<file path="src/rtl/screen_arb_pkg.sv">
// Shared constants and types for the screen-code arbiter: register map,
// ctrl/status bit positions and the arbitration state encoding.
package screen_arb_pkg;

  localparam logic [1:0] REG_CODE    = 2'd0;
  localparam logic [1:0] REG_CTRL    = 2'd1;
  localparam logic [1:0] REG_STATUS  = 2'd2;
  localparam logic [1:0] REG_IRQMASK = 2'd3;

  localparam int CTRL_ARB_EN      = 0;
  localparam int CTRL_SW_FORCE    = 1;
  localparam int CTRL_SW_CODE_LSB = 8;

  localparam int STATUS_CHG       = 0;
  localparam int STATUS_GRANT_LSB = 8;

  typedef enum logic {
    IDLE = 1'b0,
    HOLD = 1'b1
  } arb_state_t;

  // Width needed to index/count up to n-1, never less than one bit.
  function automatic int ptr_width(input int n);
    return (n > 1) ? $clog2(n) : 1;
  endfunction

endpackage

</file>
<file path="src/rtl/rr_picker.sv">
// Combinational round-robin pick: first asserted req at or after ptr,
// wrapping cyclically; valid is low when no requester is active.
module rr_picker #(
  parameter int N_REQ = 4,
  parameter int PTR_W = 2
) (
  input  logic [N_REQ-1:0] req,
  input  logic [PTR_W-1:0] ptr,
  output logic             valid,
  output logic [PTR_W-1:0] index
);

  logic [N_REQ-1:0] rot;
  logic [PTR_W-1:0] offset;
  logic [PTR_W:0]   sum;

  // Rotating a doubled copy puts requester ptr at bit 0.
  assign rot = N_REQ'({req, req} >> ptr);

  always_comb begin
    valid  = 1'b0;
    offset = '0;
    for (int b = N_REQ - 1; b >= 0; b--) begin
      if (rot[b]) begin
        valid  = 1'b1;
        offset = PTR_W'(b);
      end
    end
  end

  assign sum   = {1'b0, ptr} + {1'b0, offset};
  assign index = (sum >= (PTR_W + 1)'(N_REQ)) ? PTR_W'(sum - (PTR_W + 1)'(N_REQ))
                                              : sum[PTR_W-1:0];

endmodule

</file>
<file path="src/rtl/screen_code_arbiter.sv">
// Round-robin screen-code arbiter with minimum hold, software override and an
// Avalon-MM control slave. Define SCREEN_ARB_IRQ_EN for the masked change irq.
module screen_code_arbiter
  import screen_arb_pkg::*;
#(
  parameter int N_REQ    = 4,
  parameter int CODE_W   = 5,
  parameter int MIN_HOLD = 16
) (
  input  logic                      clk,
  input  logic                      reset_n,
  input  logic [1:0]                address,
  input  logic                      write,
  input  logic [31:0]               writedata,
  output logic [31:0]               readdata,
  input  logic [N_REQ-1:0]          req,
  input  logic [N_REQ*CODE_W-1:0]   req_code,
  output logic [N_REQ-1:0]          grant,
  output logic [CODE_W-1:0]         screen_code,
  output logic                      irq
);

  localparam int PTR_W  = ptr_width(N_REQ);
  localparam int HOLD_W = ptr_width(MIN_HOLD);
  localparam logic [HOLD_W-1:0] HOLD_LOAD = HOLD_W'(MIN_HOLD - 1);
  localparam logic [PTR_W-1:0]  PTR_LAST  = PTR_W'(N_REQ - 1);
  localparam logic [N_REQ-1:0]  GRANT_ONE = N_REQ'(1);

  // Handshake: Avalon writes complete on the edge where write is high (no wait
  // states); readdata shows the register addressed at the previous edge.
  // Requesters hold req until their one-cycle grant pulse; nothing is queued.

  arb_state_t          state;
  logic [HOLD_W-1:0]   hold_cnt;
  logic [PTR_W-1:0]    rr_ptr;
  logic [PTR_W-1:0]    pick_idx;
  logic                pick_valid;
  logic                arb_en;
  logic                sw_force;
  logic [CODE_W-1:0]   sw_code;
  logic                chg;
  logic [N_REQ-1:0]    last_grant;
  logic [CODE_W-1:0]   codes [N_REQ];
  logic [CODE_W-1:0]   code_nxt;
  logic                arb_fire;
  logic                wr_ctrl;
  logic                wr_status;
  logic [31:0]         rd_mux;
  logic                unused_wdata;

  assign unused_wdata = ^writedata;

  for (genvar i = 0; i < N_REQ; i++) begin : g_codes
    assign codes[i] = req_code[i*CODE_W +: CODE_W];
  end

  rr_picker #(
    .N_REQ (N_REQ),
    .PTR_W (PTR_W)
  ) u_picker (
    .req   (req),
    .ptr   (rr_ptr),
    .valid (pick_valid),
    .index (pick_idx)
  );

  assign arb_fire  = (state == IDLE) && arb_en && !sw_force && pick_valid;
  assign wr_ctrl   = write && (address == REG_CTRL);
  assign wr_status = write && (address == REG_STATUS);

  // Next displayed code; chg compares against it so it sets on the same edge.
  always_comb begin
    code_nxt = screen_code;
    if (sw_force)
      code_nxt = sw_code;
    else if (arb_fire)
      code_nxt = codes[pick_idx];
  end

  always_ff @(posedge clk or negedge reset_n) begin
    if (!reset_n) begin
      state       <= IDLE;
      hold_cnt    <= '0;
      rr_ptr      <= '0;
      grant       <= '0;
      last_grant  <= '0;
      screen_code <= '0;
    end else begin
      grant       <= '0;
      screen_code <= code_nxt;
      if (sw_force) begin
        state    <= IDLE;
        hold_cnt <= '0;
      end else begin
        case (state)
          IDLE: begin
            if (arb_fire) begin
              grant      <= GRANT_ONE << pick_idx;
              last_grant <= GRANT_ONE << pick_idx;
              rr_ptr     <= (pick_idx == PTR_LAST) ? '0 : pick_idx + 1'b1;
              hold_cnt   <= HOLD_LOAD;
              state      <= HOLD;
            end
          end
          HOLD: begin
            // Leave as the count reaches zero so a grant recurs every MIN_HOLD
            // cycles (every 2 when MIN_HOLD is 1).
            if ((hold_cnt == '0) || (hold_cnt == HOLD_W'(1))) begin
              hold_cnt <= '0;
              state    <= IDLE;
            end else begin
              hold_cnt <= hold_cnt - 1'b1;
            end
          end
          default: state <= IDLE;
        endcase
      end
    end
  end

  always_ff @(posedge clk or negedge reset_n) begin
    if (!reset_n) begin
      arb_en   <= 1'b0;
      sw_force <= 1'b0;
      sw_code  <= '0;
      chg      <= 1'b0;
    end else begin
      if (wr_ctrl) begin
        arb_en   <= writedata[CTRL_ARB_EN];
        sw_force <= writedata[CTRL_SW_FORCE];
        sw_code  <= writedata[CTRL_SW_CODE_LSB +: CODE_W];
      end
      if (code_nxt != screen_code)
        chg <= 1'b1;
      else if (wr_status && writedata[STATUS_CHG])
        chg <= 1'b0;
    end
  end

`ifdef SCREEN_ARB_IRQ_EN
  logic irq_mask;

  always_ff @(posedge clk or negedge reset_n) begin
    if (!reset_n) begin
      irq_mask <= 1'b0;
      irq      <= 1'b0;
    end else begin
      if (write && (address == REG_IRQMASK))
        irq_mask <= writedata[0];
      irq <= chg & irq_mask;
    end
  end
`else
  assign irq = 1'b0;
`endif

  always_comb begin
    rd_mux = '0;
    case (address)
      REG_CODE: rd_mux[CODE_W-1:0] = screen_code;
      REG_CTRL: begin
        rd_mux[CTRL_ARB_EN]                    = arb_en;
        rd_mux[CTRL_SW_FORCE]                  = sw_force;
        rd_mux[CTRL_SW_CODE_LSB +: CODE_W]     = sw_code;
      end
      REG_STATUS: begin
        rd_mux[STATUS_CHG]                     = chg;
        rd_mux[STATUS_GRANT_LSB +: N_REQ]      = last_grant;
      end
`ifdef SCREEN_ARB_IRQ_EN
      REG_IRQMASK: rd_mux[0] = irq_mask;
`else
      REG_IRQMASK: rd_mux = '0;
`endif
      default: rd_mux = '0;
    endcase
  end

  always_ff @(posedge clk or negedge reset_n) begin
    if (!reset_n)
      readdata <= '0;
    else
      readdata <= rd_mux;
  end

endmodule

</file>
<file path="config.mk">
export PLATFORM = sky130hd
export DESIGN_NAME = screen_code_arbiter
export DESIGN_NICKNAME = d
export VERILOG_FILES = /design/src/rtl/screen_arb_pkg.sv /design/src/rtl/rr_picker.sv /design/src/rtl/screen_code_arbiter.sv
export SDC_FILE = /design/constraint.sdc
export NUM_CORES = 1
export LEC_CHECK = 0
export ABC_AREA = 1
export BUFFER_PORTS_ARGS = -buffer_cell sky130_fd_sc_hd__buf_4
export CORE_MARGIN = 2
export CORE_UTILIZATION = 45
export DETAILED_ROUTE_END_ITERATION = 10
export PLACE_DENSITY = 0.77
export SLEW_MARGIN = 0
export SYNTH_ARGS = -nofsm -noshare
export SYNTH_HDL_FRONTEND = slang
export SYNTH_SLANG_ARGS = --single-unit
</file>
<file path="constraint.sdc">
create_clock -name clk -period 5.5 [get_ports clk]
set_input_delay 1.1 -clock clk [delete_from_list [all_inputs] [get_ports clk]]
set_output_delay 1.1 -clock clk [all_outputs]
set_load 0.05 [all_outputs]
</file>
==> results of run 1 <==
## worst max-delay path by stage
| stage | start | endpoint |
|---|---|---|
| CTS | req[1] | chg$_DFFE_PN0P_ |
| global route | req[1] | chg$_DFFE_PN0P_ |
| floorplan | req[1] | chg$_DFFE_PN0P_ |
| detailed placement | req[1] | chg$_DFFE_PN0P_ |
| global placement | req[1] | chg$_DFFE_PN0P_ |
| finish | req[1] | chg$_DFFE_PN0P_ |
## tightest hold or removal path, stage by stage (launching register included)
cell     delay [ns]
dfrtp_1        0.35
nand2_1        0.05
o21ai_0        0.06
## through the flow
step	hold slack [ns]	utilization	setup WS [ns]	cell area, sq um
after floorplan	0.445	-	2.56	2410
after CTS	0.494	0.552	2.38	2790
after global routing	0.509	0.552	2.13	2790
after detailed placement	0.477	0.537	2.07	2710
final	0.493	0.552	2.40	2790
after global placement	0.467	0.537	2.17	2710
## placed cells by master, fill, tap and decap left out, drive strengths merged
master and n:
a21boi 2, a21oi 11, a22o 1, a22oi 1, a31oi 1, buf 54, clkbuf 7, clkinv 1
conb 23, dfrtp 38, ha 10, inv 41, mux2 3, nand2 80, nand3 36, nor2 33
nor3 1, o211ai 2, o21ai 13, or2 2, xor2 1
## sequential cells by signal, indices dropped and copies added, names as in the netlist
register and count:
sw_force 1, arb_en 1, last_grant 4, sw_code 5, chg 1, grant 4, readdata 10, rr_ptr 2
hold_cnt 4, screen_code 5, state 1
## power by group through the flow
stage | Clock [mW] | Sequential (mW) | Combinational, mW
2_1_floorplan | 0 | 0.518 | 0.601
3_3_place_gp | 0 | 0.412 | 0.876
3_5_place_dp | 0 | 0.413 | 0.904
4_1_cts | 0.180 | 0.409 | 0.907
5_1_grt | 0.189 | 0.419 | 1.01
6_report | 0.175 | 0.409 | 0.898
## layer usage
metal | share of wire | vias up | GRT usage
li1 | - | 1018 | -
met1 | 0.45 | 877 | 0.208
met2 | 0.48 | 65 | 0.286
met3 | 0.056 | 5 | 0.0391
met4 | 0.017 | 0 | 0.0655
met5 | 0 | - | 0
## area by class of cell
class	instances	area share
tap	70	0.0314
sequential	38	0.341
multi-input combinational	220	0.397
inverter	42	0.0575
timing repair buffer	54	0.146
clock buffer	7	0.0274
## cell families after synthesis
| logic type | count (synthesis) | synth area share |
|---|---|---|
| flip-flops | 38 | 0.408 |
| AO/OA/AOI/OAI | 31 | 0.0789 |
| adder cells (fa/ha/maj) | 10 | 0.0537 |
| XOR/XNOR | 1 | 0.00376 |
| AND/OR/NAND/NOR | 152 | 0.286 |
| other | 1 | 0.00161 |
| multiplexers | 3 | 0.0145 |
| buffers and inverters | 71 | 0.154 |
==> results.toml, run 1 <==
[power_and_ir_drop]
swShare = 0.519
switchingPower_uw = 769
peakVddDrop_uv = 316
p_per_area_nw_per_um2 = 532
p_seq_frac = 0.276
leakage_nw = 1.55
p_int_uw = 714
power.share.clock = 0.118
combPwrFrac = 0.606
power_mw = 1.48

[logic_synthesis]
synth_edf_count = 0
yosysMostFrequentCell = "nand2_1"
yosys.area.top_type = "dfrtp_1"
synth_common_cells = "73 x nand2_1, 38 x dfrtp_1, 35 x inv_1"
avgSynthCellArea_sq_um = 7.59
ys_seq_area_frac = 0.408
ys_types = 29
syn_area_sq_um = 2330
synth_top_area_frac = 0.408
async_flop_share = 1.00
synth-seq-cells = 38
synth_flop_cell = "dfrtp_1"
syn_inst = 307
ys_warn_count = 0
yosys-top-cells-area = "dfrtp_1 41%, nand2_1 12%, buf_4 7.4%"

[sta]
fmax_mhz = 323
min_period_ns = 3.10
rsz0062_at_grt = "no"
clock-skew-final_ns = 0.00556
min_period_over_period = 0.563
tightest_slew_ns = 0.512
finalHoldViolCount = 0
slew_violations = 0
finalSetupViolations = 0
slew_headroom = 0.657
tns_ns = 0

[setup_path]
crit_cells = 17
crit_path_frequent_cell = "nand2_1"
end_kind = "flip-flop"
slowest_stage = "ha_1"
critPathLaunchType = "primary input"
arrival_ns = 3.27
path_delay_family = "simple AND/OR/NAND/NOR gates"
cp.required_ns = 5.67
rr_worst_depth = 17
r2r_slack_ns = 2.80
worst-path-max-fanout = 13
crit_chain = "buf_4 -> nand2_1 -> nand3_1 -> nand2_1 -> nand3_1 -> a21boi_0 -> ha_1 -> inv_1 -> nor2_1 -> nor2_1 -> nand3_1 -> nand3_2 -> nand2_1 -> nand2_1 -> nand2_1 -> nor2_1 -> nand3_1"
r2r-end = "chg$_DFFE_PN0P_"
max_stage_delay_ns = 0.40
crit_buf_inv = 2
critPathKind = "primary input to flip-flop"
reg2reg_from = "rr_ptr[0]$_DFFE_PN0P_"

[clocking]
cts_root_buffer = "clkbuf_8"
numCtsBuffers = 5
cts_resized = 0
cts_hold_buf = 0
cts_num_sinks = 38
clock_latency_ns = 0.28
clk_path_buf_depth = 2
htree_levels = 2
tritoncts = "done"
post_cts_buffers = 0
path_clk_slew_ns = 0.07

[final_layout]
area_growth_pct = 19.5
fin_nets = 432
multi_input_area_sq_um = 1100
seq_area_sq_um = 951
stdcell_count = 431
drive_above_1_share = 0.233
diodes = 0
fillers = 477

[global_routing]
grt.overflow.total = 0
grt_max_degree = 39
grt_pass1_vias = 1787
antenna_found_initial = 0
grt_pass1_wl_um = 7870
grt_usage = 0.168

[die]
ios = 103
dieArea_sq_um = 5770
die_h_um = 76.0
fp-row-count = 26
coreArea_sq_um = 5040
initial_utilization = 0.462
die_x_um = 76.0

[detailed_routing]
first_pass_iters = 4
via_count = 1965
viasPerCell = 4.56
wl_per_cell_um = 10.9
first_iter_violations = 113
wirelength_um = 4700
drc_errors = 0
ant_nets = 0

[min_path]
whs_path_depth = 2
hold_path_class = "flip-flop to flip-flop"
hold_end = "last_grant[0]$_DFFE_PN0P_"
hold_path_startpoint = "last_grant[0]$_DFFE_PN0P_"

[placed_design]
post-place-cells = 424
dpl.hpwl_um = 3650
port_buffers = 54
place_congestion = 0.864

[status]
status = "completed"

[flow_run]
maxCapViolCount = 0
Power figures use the tool's default switching activity.
==> run 2, diff against run 1 <==
CORE_UTILIZATION = 43   (was 45)
clock period = 2.5 ns   (was 5.5 ns; I/O delays follow)
==> run 2 against run 1 <==
Compared with the run above:
- register-to-register slack got worse by 2.6 ns
- non-clock buffer count rose by 6
- sequential share of layout area fell by 1.5 points
- cell count rose by 1.9%
- wire length rose by 2.9%
- combinational power rose to 2.6 times the previous value
- utilization rose by 1.2 points
- worst setup slack got worse by 2.2 ns
- largest power group unchanged
==> results.toml, run 2 (synthesis gave the netlist of run 1 again) <==
[status]
status = "completed"

[placed_design]
dpl.hpwl_um = 3660
port_buffers = 54
place_congestion = 0.839

[sta]
tns_ns = 0
min_period_over_period = 0.918
clock-skew-final_ns = 0.00827
fmax_mhz = 436
finalHoldViolCount = 0
finalSetupViolations = 0
min_period_ns = 2.29
whs_ns = 0.158
slew_violations = 0

[clocking]
clk_path_buf_depth = 2
htree_levels = 2
tritoncts = "done"
cts_num_sinks = 38
clock_latency_ns = 0.29
cts_root_buffer = "clkbuf_8"
path_clk_slew_ns = 0.08
numCtsBuffers = 5

[final_layout]
drive_above_1_share = 0.274
mostFrequentLayoutCells = "73 x nand2_1, 59 x buf_4, 36 x dfrtp_1"
fin_util = 0.564
multi_input_area_sq_um = 1140
area_growth_pct = 25.2
largest_register_ffs = 10
reg_top3 = "readdata: 10 flops, screen_code: 5 flops, sw_code: 5 flops"
layout_commonest_cell = "nand2_1"
top_register = "readdata"
fillers = 490
diodes = 0
fin_nets = 439
seq_area_sq_um = 953

[power_and_ir_drop]
combPwrFrac = 0.621
switchingPower_mw = 1.83
p_per_area_nw_per_um2 = 1270
power.share.clock = 0.138
p_seq_frac = 0.241
leakage_nw = 1.59
p_int_mw = 1.88
peakVddDrop_uv = 1090
swShare = 0.494

[min_path]
hold_path_class = "primary input to async pin"

[setup_path]
critPathKind = "flip-flop to flip-flop"
crit_chain = "buf_4 -> nand2_1 -> nand3_1 -> nand2_1 -> a21boi_2 -> ha_4 -> xor2_2 -> inv_1 -> nand3_2 -> nand2_4 -> nand2_1 -> nand3_2 -> nand2_1 -> nand2_1 -> nand2_1 -> nor2_1 -> nand3_1"
reg2reg_from = "rr_ptr[0]$_DFFE_PN0P_"
critPathLaunchType = "flip-flop"
rr_worst_depth = 17
max_stage_delay_ns = 0.45
r2r_slack_ns = 0.21
r2r-end = "chg$_DFFE_PN0P_"
worst-path-max-fanout = 8
end_kind = "flip-flop"
arrival_ns = 2.48
cp.required_ns = 2.68
crit_path_frequent_cell = "nand2_1"
slowest_stage = "dfrtp_2"

[detailed_routing]
ant_nets = 0
drc_errors = 0
first_pass_iters = 4
wirelength_um = 4840
viasPerCell = 4.62
first_iter_violations = 69
wl_per_cell_um = 11.0
via_count = 2030

[die]
ios = 103
die_h_um = 77.6
coreArea_sq_um = 5170
dieArea_sq_um = 6030
fp-row-count = 26
initial_utilization = 0.451
die_x_um = 77.6

[global_routing]
antenna_found_initial = 0
grt_max_degree = 39
grt_pass1_vias = 1878
grt.overflow.total = 0
grt_pass1_wl_um = 8070
grt_usage = 0.166

[flow_run]
maxCapViolCount = 0
-- run 2: cell count changes in the layout (fill, tap and decap cells not counted), moves of 2 or more --
| cell | previous run | this run |
|---|---|---|
| clkinv_2 | 0 | 2 |
| dfrtp_2 | 0 | 2 |
| buf_4 | 54 | 59 |
| clkinvlp_4 | 0 | 2 |
| clkbuf_1 | 2 | 0 |
| dfrtp_1 | 38 | 36 |
-- run 2: how the worst max path moves through the flow --
stage / cells after the start / slack (ns) / to / from
3_5_place_dp: 17 / -0.1 / chg$_DFFE_PN0P_ / req[1]
6_report: 17 / 0.21 / chg$_DFFE_PN0P_ / rr_ptr[0]$_DFFE_PN0P_
3_3_place_gp: 17 / 0.01 / chg$_DFFE_PN0P_ / req[1]
2_1_floorplan: 17 / 0.16 / chg$_DFFE_PN0P_ / req[1]
5_1_grt: 17 / -0.03 / chg$_DFFE_PN0P_ / rr_ptr[0]$_DFFE_PN0P_
4_1_cts: 16 / 0.04 / chg$_DFFE_PN0P_ / rr_ptr[1]$_DFFE_PN0P_
-- run 2: stage by stage --
step	cell area, sq um	instances	worst slack (ns)	power (mW)
2_1_floorplan	2410	329	0.156	2.46
3_3_place_gp	2730	427	0.0132	2.91
3_5_place_dp	2730	427	-0.0983	2.96
4_1_cts	2840	435	0.0363	3.47
5_1_grt	2920	439	-0.0303	4.07
6_report	2920	439	0.206	3.70
-- run 2: repair_timing --
action                                  4_1_cts  5_1_grt
setup buffers                                 0        3
endpoints found under the setup margin        1       12
resized for setup                             1       12
gates cloned                                  0        1
hold buffers                                  0        0
-- run 2: area by class of cell --
| class | instances | share of cell area |
|---|---|---|
| clock buffers | 5 | 0.0236 |
| inverters | 42 | 0.0562 |
| clock inverters | 3 | 0.0137 |
| repair inverters | 1 | 0.00257 |
| multi-input cells | 220 | 0.390 |
| well taps | 70 | 0.0300 |
| flip-flops and latches | 38 | 0.327 |
| repair buffers | 60 | 0.157 |
-- run 2: metal layers --
layer	vias up	global-route usage	share of wire
li1	1033	-	-
met1	909	0.223	0.43
met2	79	0.259	0.47
met3	9	0.0279	0.079
met4	0	0.0821	0.018
met5	-	0	0
-- run 2: power groups by stage --
stage	Combinational (mW)	Sequential (mW)	Clock (mW)
2_1_floorplan	1.32	1.14	0
3_3_place_gp	2.00	0.906	0
3_5_place_dp	2.05	0.907	0
4_1_cts	2.05	0.899	0.519
5_1_grt	2.61	0.913	0.549
6_report	2.30	0.891	0.511
-- run 2: critical path, delay by kind of cell (launching register included) --
kind	cells	cell delay, ns
XOR/XNOR	1	0.15
buffers and inverters	2	0.24
adder cells (fa/ha/maj)	1	0.16
AO/OA/AOI/OAI	1	0.09
flip-flops	1	0.45
AND/OR/NAND/NOR	12	1.08
